$ cat config.mk
export PLATFORM = sky130hd
export DESIGN_NAME = vga_ctrl_param
export DESIGN_NICKNAME = d
export VERILOG_FILES = /design/src/rtl/vga_pkg.sv /design/src/rtl/vga_timing_gen.sv /design/src/rtl/vga_ctrl_param.sv
export SDC_FILE = /design/constraint.sdc
export NUM_CORES = 1
export LEC_CHECK = 0
export BUFFER_PORTS_ARGS = -buffer_cell sky130_fd_sc_hd__buf_2
export CORE_ASPECT_RATIO = 1.25
export CORE_MARGIN = 4
export CORE_UTILIZATION = 56
export CTS_BUF_LIST = sky130_fd_sc_hd__clkbuf_8 sky130_fd_sc_hd__clkbuf_16
export DETAILED_ROUTE_END_ITERATION = 16
export PLACE_DENSITY_LB_ADDON = 0.12
export RECOVER_POWER = 25
export SETUP_SLACK_MARGIN = 0.05
export SLEW_MARGIN = 40
export SYNTH_ARGS = -nofsm -noshare
export SYNTH_HDL_FRONTEND = slang
export SYNTH_SLANG_ARGS = --single-unit
$ cat constraint.sdc
create_clock -name clk_i -period 4 [get_ports clk_i]
set_clock_uncertainty 0.1 [all_clocks]
set_input_delay 0.6 -clock clk_i [delete_from_list [all_inputs] [get_ports clk_i]]
set_output_delay 0.6 -clock clk_i [all_outputs]
set_load 0.02 [all_outputs]
$ cat src/rtl/vga_pkg.sv
`default_nettype none
// ============================================================================
// Package     : vga_pkg
// Description : Shared VGA timing presets, width helpers and pixel field slices.
// Revision    : 1.0 - initial release
// ============================================================================
package vga_pkg;

    typedef struct packed {
        int unsigned active;
        int unsigned fp;
        int unsigned sync;
        int unsigned bp;
    } vga_axis_t;

    // Raw control bits travelling with a pixel; hs/vs mean "sync asserted".
    typedef struct packed {
        logic hs;
        logic vs;
        logic act;
    } vga_ctl_t;

    localparam vga_axis_t c_h_640x480 = '{active: 640, fp: 16, sync: 96,  bp: 48};
    localparam vga_axis_t c_v_640x480 = '{active: 480, fp: 10, sync: 2,   bp: 33};
    localparam vga_axis_t c_h_800x600 = '{active: 800, fp: 40, sync: 128, bp: 88};
    localparam vga_axis_t c_v_800x600 = '{active: 600, fp: 1,  sync: 4,   bp: 23};

    function automatic int unsigned h_total(input int unsigned a, input int unsigned fp,
                                            input int unsigned s, input int unsigned bp);
        return a + fp + s + bp;
    endfunction

    function automatic int unsigned v_total(input int unsigned a, input int unsigned fp,
                                            input int unsigned s, input int unsigned bp);
        return a + fp + s + bp;
    endfunction

    function automatic int unsigned cnt_width(input int unsigned total);
        return (total > 1) ? $clog2(total) : 1;
    endfunction

    function automatic logic [7:0] rgb_r(input logic [23:0] px);
        return px[23:16];
    endfunction

    function automatic logic [7:0] rgb_g(input logic [23:0] px);
        return px[15:8];
    endfunction

    function automatic logic [7:0] rgb_b(input logic [23:0] px);
        return px[7:0];
    endfunction

endpackage
`default_nettype wire

$ cat src/rtl/vga_timing_gen.sv
`default_nettype none
// ============================================================================
// Module      : vga_timing_gen
// Description : Pixel-tick divider, H/V counters and raw sync/active decode.
// Revision    : 1.0 - initial release
// ============================================================================
module vga_timing_gen
    import vga_pkg::*;
#(
    parameter int H_ACTIVE = 640,
    parameter int H_FP     = 16,
    parameter int H_SYNC   = 96,
    parameter int H_BP     = 48,
    parameter int V_ACTIVE = 480,
    parameter int V_FP     = 10,
    parameter int V_SYNC   = 2,
    parameter int V_BP     = 33,
    parameter int CLK_DIV  = 1,
    parameter int HW       = 10,
    parameter int VW       = 10
) (
    input  logic          clk_i,
    input  logic          rst_i,
    input  logic          en_i,
    output logic          tick_o,
    output logic [HW-1:0] h_cnt_o,
    output logic [VW-1:0] v_cnt_o,
    output vga_ctl_t      ctl_o
);

    localparam int unsigned c_h_total = h_total(H_ACTIVE, H_FP, H_SYNC, H_BP);
    localparam int unsigned c_v_total = v_total(V_ACTIVE, V_FP, V_SYNC, V_BP);
    localparam int          c_dw      = cnt_width(CLK_DIV);

    localparam logic [c_dw-1:0] c_div_last = c_dw'(CLK_DIV - 1);
    localparam logic [HW-1:0]   c_h_last   = HW'(c_h_total - 1);
    localparam logic [VW-1:0]   c_v_last   = VW'(c_v_total - 1);
    localparam logic [HW-1:0]   c_h_act    = HW'(H_ACTIVE);
    localparam logic [VW-1:0]   c_v_act    = VW'(V_ACTIVE);
    localparam logic [HW-1:0]   c_hs_beg   = HW'(H_ACTIVE + H_FP);
    localparam logic [VW-1:0]   c_vs_beg   = VW'(V_ACTIVE + V_FP);
    localparam logic [HW-1:0]   c_hs_len   = HW'(H_SYNC);
    localparam logic [VW-1:0]   c_vs_len   = VW'(V_SYNC);

    logic [c_dw-1:0] div_q, div_d;
    logic [HW-1:0]   h_q, h_d;
    logic [VW-1:0]   v_q, v_d;
    logic            w_tick;
    logic [HW-1:0]   w_h_off;
    logic [VW-1:0]   w_v_off;

    assign w_tick = en_i && (div_q == c_div_last);

    always_comb begin
        div_d = div_q;
        h_d   = h_q;
        v_d   = v_q;
        if (en_i) begin
            div_d = w_tick ? '0 : div_q + 1'b1;
        end
        if (w_tick) begin
            if (h_q == c_h_last) begin
                h_d = '0;
                v_d = (v_q == c_v_last) ? '0 : v_q + 1'b1;
            end else begin
                h_d = h_q + 1'b1;
            end
        end
    end

    always_ff @(posedge clk_i) begin
        if (rst_i) begin
            div_q <= '0;
            h_q   <= '0;
            v_q   <= '0;
        end else begin
            div_q <= div_d;
            h_q   <= h_d;
            v_q   <= v_d;
        end
    end

    // Modular offset makes the sync window test immune to end == 2**width.
    assign w_h_off   = h_q - c_hs_beg;
    assign w_v_off   = v_q - c_vs_beg;
    assign ctl_o.hs  = (w_h_off < c_hs_len);
    assign ctl_o.vs  = (w_v_off < c_vs_len);
    assign ctl_o.act = (h_q < c_h_act) && (v_q < c_v_act);

    assign tick_o  = w_tick;
    assign h_cnt_o = h_q;
    assign v_cnt_o = v_q;

endmodule
`default_nettype wire

$ cat src/rtl/vga_ctrl_param.sv
`default_nettype none
// ============================================================================
// Module      : vga_ctrl_param
// Description : Parametrised VGA controller: address stage, latency-matching
//               delay pipe for sync/blank and registered colour output.
// Revision    : 1.0 - initial release
// ============================================================================
module vga_ctrl_param
    import vga_pkg::*;
#(
    parameter int H_ACTIVE   = 640,
    parameter int H_FP       = 16,
    parameter int H_SYNC     = 96,
    parameter int H_BP       = 48,
    parameter int V_ACTIVE   = 480,
    parameter int V_FP       = 10,
    parameter int V_SYNC     = 2,
    parameter int V_BP       = 33,
    parameter bit SYNC_POL   = 1'b0,
    parameter int CLK_DIV    = 1,
    parameter int SCALE_LOG2 = 0,
    parameter int RD_LATENCY = 1,
    parameter int AW_H       = 10,
    parameter int AW_V       = 10
) (
    input  logic            clk_i,
    input  logic            rst_i,
    input  logic            en_i,
    output logic [AW_H-1:0] h_addr_o,
    output logic [AW_V-1:0] v_addr_o,
    output logic            fb_rd_en_o,
    input  logic [23:0]     vga_data_i,
    output logic            hsync_o,
    output logic            vsync_o,
    output logic            valid_o,
    output logic [7:0]      vga_r_o,
    output logic [7:0]      vga_g_o,
    output logic [7:0]      vga_b_o,
    output logic            frame_start_o
);

    localparam int c_hw = cnt_width(h_total(H_ACTIVE, H_FP, H_SYNC, H_BP));
    localparam int c_vw = cnt_width(v_total(V_ACTIVE, V_FP, V_SYNC, V_BP));

    if ((H_ACTIVE >> SCALE_LOG2) > (1 << AW_H) || (V_ACTIVE >> SCALE_LOG2) > (1 << AW_V)) begin : g_chk_aw
        $error("vga_ctrl_param: scaled active area does not fit AW_H/AW_V");
    end
    if (CLK_DIV < 1 || SCALE_LOG2 < 0 || SCALE_LOG2 > 3 || RD_LATENCY < 0 || RD_LATENCY > 4) begin : g_chk_rng
        $error("vga_ctrl_param: CLK_DIV, SCALE_LOG2 or RD_LATENCY out of range");
    end

    logic             w_tick;
    logic [c_hw-1:0]  w_h_cnt;
    logic [c_vw-1:0]  w_v_cnt;
    vga_ctl_t         w_ctl;
    vga_ctl_t         w_tail;

    vga_timing_gen #(
        .H_ACTIVE (H_ACTIVE), .H_FP (H_FP), .H_SYNC (H_SYNC), .H_BP (H_BP),
        .V_ACTIVE (V_ACTIVE), .V_FP (V_FP), .V_SYNC (V_SYNC), .V_BP (V_BP),
        .CLK_DIV  (CLK_DIV),  .HW   (c_hw), .VW     (c_vw)
    ) u_timing (
        .clk_i   (clk_i),
        .rst_i   (rst_i),
        .en_i    (en_i),
        .tick_o  (w_tick),
        .h_cnt_o (w_h_cnt),
        .v_cnt_o (w_v_cnt),
        .ctl_o   (w_ctl)
    );

    logic [AW_H-1:0] h_addr_q, h_addr_d;
    logic [AW_V-1:0] v_addr_q, v_addr_d;
    logic            fb_rd_en_q;
    vga_ctl_t        ctl0_q;
    logic            frame_start_q;
    logic            hsync_q, vsync_q, valid_q;
    logic [23:0]     rgb_q;

    always_comb begin
        h_addr_d = '0;
        v_addr_d = '0;
        if (w_ctl.act) begin
            h_addr_d = AW_H'(w_h_cnt >> SCALE_LOG2);
            v_addr_d = AW_V'(w_v_cnt >> SCALE_LOG2);
        end
    end

    always_ff @(posedge clk_i) begin
        if (rst_i) begin
            h_addr_q   <= '0;
            v_addr_q   <= '0;
            fb_rd_en_q <= 1'b0;
            ctl0_q     <= '0;
        end else if (w_tick) begin
            h_addr_q   <= h_addr_d;
            v_addr_q   <= v_addr_d;
            fb_rd_en_q <= w_ctl.act;
            ctl0_q     <= w_ctl;
        end
    end

    // Clocked every cycle (not on tick) so the pulse stays one clock wide.
    always_ff @(posedge clk_i) begin
        if (rst_i) begin
            frame_start_q <= 1'b0;
        end else begin
            frame_start_q <= w_tick && (w_h_cnt == '0) && (w_v_cnt == '0);
        end
    end

    if (RD_LATENCY == 0) begin : g_direct
        assign w_tail = ctl0_q;
    end else begin : g_pipe
        vga_ctl_t pipe_q [RD_LATENCY];

        always_ff @(posedge clk_i) begin
            if (rst_i) begin
                for (int k = 0; k < RD_LATENCY; k++) begin
                    pipe_q[k] <= '0;
                end
            end else if (w_tick) begin
                pipe_q[0] <= ctl0_q;
                for (int k = 1; k < RD_LATENCY; k++) begin
                    pipe_q[k] <= pipe_q[k-1];
                end
            end
        end

        assign w_tail = pipe_q[RD_LATENCY-1];
    end

    always_ff @(posedge clk_i) begin
        if (rst_i) begin
            hsync_q <= ~SYNC_POL;
            vsync_q <= ~SYNC_POL;
            valid_q <= 1'b0;
            rgb_q   <= '0;
        end else if (w_tick) begin
            hsync_q <= w_tail.hs ? SYNC_POL : ~SYNC_POL;
            vsync_q <= w_tail.vs ? SYNC_POL : ~SYNC_POL;
            valid_q <= w_tail.act;
            rgb_q   <= w_tail.act ? vga_data_i : 24'd0;
        end
    end

    assign h_addr_o      = h_addr_q;
    assign v_addr_o      = v_addr_q;
    assign fb_rd_en_o    = fb_rd_en_q;
    assign hsync_o       = hsync_q;
    assign vsync_o       = vsync_q;
    assign valid_o       = valid_q;
    assign vga_r_o       = rgb_r(rgb_q);
    assign vga_g_o       = rgb_g(rgb_q);
    assign vga_b_o       = rgb_b(rgb_q);
    assign frame_start_o = frame_start_q;

endmodule
`default_nettype wire

==> flow_summary.ini <==
[status]
status = finished, violations left
violations = max-capacitance violations

[floorplanning]
die_area_mm2 = 0.006583
ios = 76
initial_core_util_pct = 58.47
rows = 29
die_w_um = 73.38
core-area_mm2 = 0.005116
die_h_um = 89.72

[sta]
min_period_over_period_pct = 67.42
whs_ns = 0.3580
slew-limit-headroom_pct = 1.231
final_hold_viol_count = 0
rsz0062_at_grt = no
tightest_slew_ns = 1.476
finalCriticalPeriod_ns = 2.697
fmax_mhz = 370.8
setup_viol = 0
drv_slew = 0
setup_tns_ns = 0

[synth]
yosysTopAreaCellShare_pct = 48.18
synth-warning-count = 0
async_flop_share_pct = 0
synth_area_leaders = dfxtp_1, a22o_1, ha_1
syn-num-nets = 334
ys_ff_latch = 75
synth_compound_area_share_pct = 18.78
synth_seq_area_share_pct = 51.19
synth_top_family_by_area = compound AO/OA/AOI/OAI gates
synth_cell_types = 46
syn_area_mm2 = 0.002992
synth-xor-area-share_pct = 3.513
ys.flop_type = dfxtp_1
syn_avg_cell_area_um2 = 10.07
synth-edff-count = 3
synth_fa_ha_area_share_pct = 4.182
synthMuxAreaShare_pct = 0.7110
synth_top_cell_by_area = dfxtp_1
synthCells = 297
synthSimpleGateAreaFrac_pct = 17.27

[finish]
drive_above_1_share_pct = 20.65
final_area_mm2 = 0.003588
layout_commonest_cell = dfxtp_1
fillers = 423
final_net_count = 400
final_cell_mix = dfxtp_1, buf_2, a22o_1, nor2_1, clkbuf_1
antennaDiodeCount = 0
area_growth_syn_to_layout_pct = 19.95
final_core_util_pct = 70.14

[power]
leakage_nw = 1.441
comb_power_share_pct = 5.0
internal_power_mw = 1.201
pwr-share-seq_pct = 50.3
clkPwrFrac_pct = 44.7
powerDensity_mw_per_mm2 = 428.5
vdd_ir_drop_max_v = 0.0002781
switching_share_pct = 21.92
p_sw_mw = 0.3371

[clock_network]
post_cts.repair.setup_buffers = 0
cts_tree = built
htreeDepth = 3
cts_resized = 0
clock_latency_ns = 0.33
clk_path_buf_depth = 2
holdBufCountCts = 0
cts_sinks = 75
clk_pin_slew_ns = 0.08
clk_root_buffer_cell = clkbuf_8
cts_buffers = 9

[critical_path]
cp_data_arrival_time_ns = 2.67
worstSetupEndpointType = flop
worstSetupStartpointType = input port
r2r_setup_slack_ns = 1.41
reg2reg_depth = 4
required_ns = 3.98
cp_max_fo = 27
critPathKind = in -> reg

[detailed_routing]
viasPerCell = 5.702
dr_total_vias = 2452
drt_iter0_drc = 141
drc = 0
wire_per_inst_um = 15.84
ant_nets = 0
drt_pre_antenna_iters = 4
finalWirelength_um = 6811

[global_routing]
grt_first_pass_wirelength_um = 11130
met2_usage_pct = 31.87
gr-usage-met1_pct = 29.09
grt_pass1_vias = 2231
grt.total_usage_pct = 20.89
grt_max_degree = 28
grt.met3_usage_pct = 5.022
antenna_found_initial = 0
busiest_layer = met2
grt_overflow = 0

[worst_hold_path]
min-delay-path-class = reg -> reg
hold_depth = 1

[placement]
hpwl_um = 4777
gp_congestion = 0.9423
io_buffers = 75
placed_cell_area_mm2 = 0.003379

[flow_run]
cap_violations = 1
power groups by stage:
| stage | Clock (mW) | Combinational [mW] | Sequential (mW) |
|---|---|---|---|
| floorplan | 0 | 0.0331 | 0.801 |
| global placement | 0 | 0.0788 | 0.790 |
| detailed placement | 0 | 0.0795 | 0.790 |
| CTS | 0.698 | 0.0803 | 0.772 |
| global route | 0.724 | 0.0850 | 0.774 |
| finish | 0.687 | 0.0774 | 0.773 |
sequential cells by signal, indices dropped and copies added (netlist names), 3 cells and up:
name	count
ctl0_q	3
g_pipe.pipe_q	3
h_addr_o	10
rgb_q	24
u_timing.h_cnt_o	10
u_timing.v_cnt_o	10
v_addr_o	10
worst max-delay path, stage by stage:
cell,delay [ns]
clkbuf_1,0.26
nor2_1,1.19
buf_4,0.47
inv_1,0.15
Yosys cell counts, types with 3 or more instances:
master and n:
edfxtp_1 3, nor2_1 27, dfxtp_1 72, a22o_1 44, nor4_1 6, xnor2_1 11, o31ai_1 3, nand4_1 8
nand3_1 7, nand2b_1 4, o21ai_0 7, nor2b_1 3, and2_1 5, clkbuf_1 18, nand2_1 13, nor3_1 6
ha_1 10, a21oi_1 5, inv_1 10
cell type report:
type | instances | area (um2) | area share (%)
clock inverters | 5 | 82.58 | 2.301
repair buffers | 77 | 360.3 | 10.04
flip-flops and latches | 75 | 1531 | 42.68
multi-input cells | 190 | 1336 | 37.24
well taps | 62 | 77.57 | 2.162
inverters | 10 | 37.54 | 1.046
clock buffers | 11 | 162.7 | 4.533
per-layer routing:
metal / vias up / part of all wire, % / routed length, um
met2: 86 / 46 / 3161
met1: 1150 / 44 / 3029
met3: 12 / 7.6 / 516
met5: - / 0 / 0
li1: 1204 / - / -
met4: 0 / 1.5 / 104
final timing paths:
path,from,endpoint
worst max-delay path,rst_i,g_pipe.pipe_q[0][0]$_SDFFCE_PN0P_
worst min-delay path,valid_o$_SDFFE_PP0P_,valid_o$_SDFFE_PP0P_
worst max register to register,u_timing.div_q$_SDFFE_PP0P_,g_pipe.pipe_q[0][0]$_SDFFCE_PN0P_
worst min register to register,valid_o$_SDFFE_PP0P_,valid_o$_SDFFE_PP0P_
logic make-up after synthesis:
logic type | Yosys count
fa+ha+maj | 10
buf+inv | 32
flops | 75
compound gates | 71
mux | 2
simple gates | 95
xor+xnor | 12
stage by stage:
stage | power (mW) | worst slack [ns] | std cells
floorplan | 0.8345 | 2.063 | 297
global placement | 0.8684 | 1.731 | 414
detailed placement | 0.8696 | 1.652 | 414
CTS | 1.551 | 1.703 | 430
global route | 1.583 | 1.008 | 430
finish | 1.538 | 1.303 | 430
No activity file was read; power rests on OpenSTA's default activity.
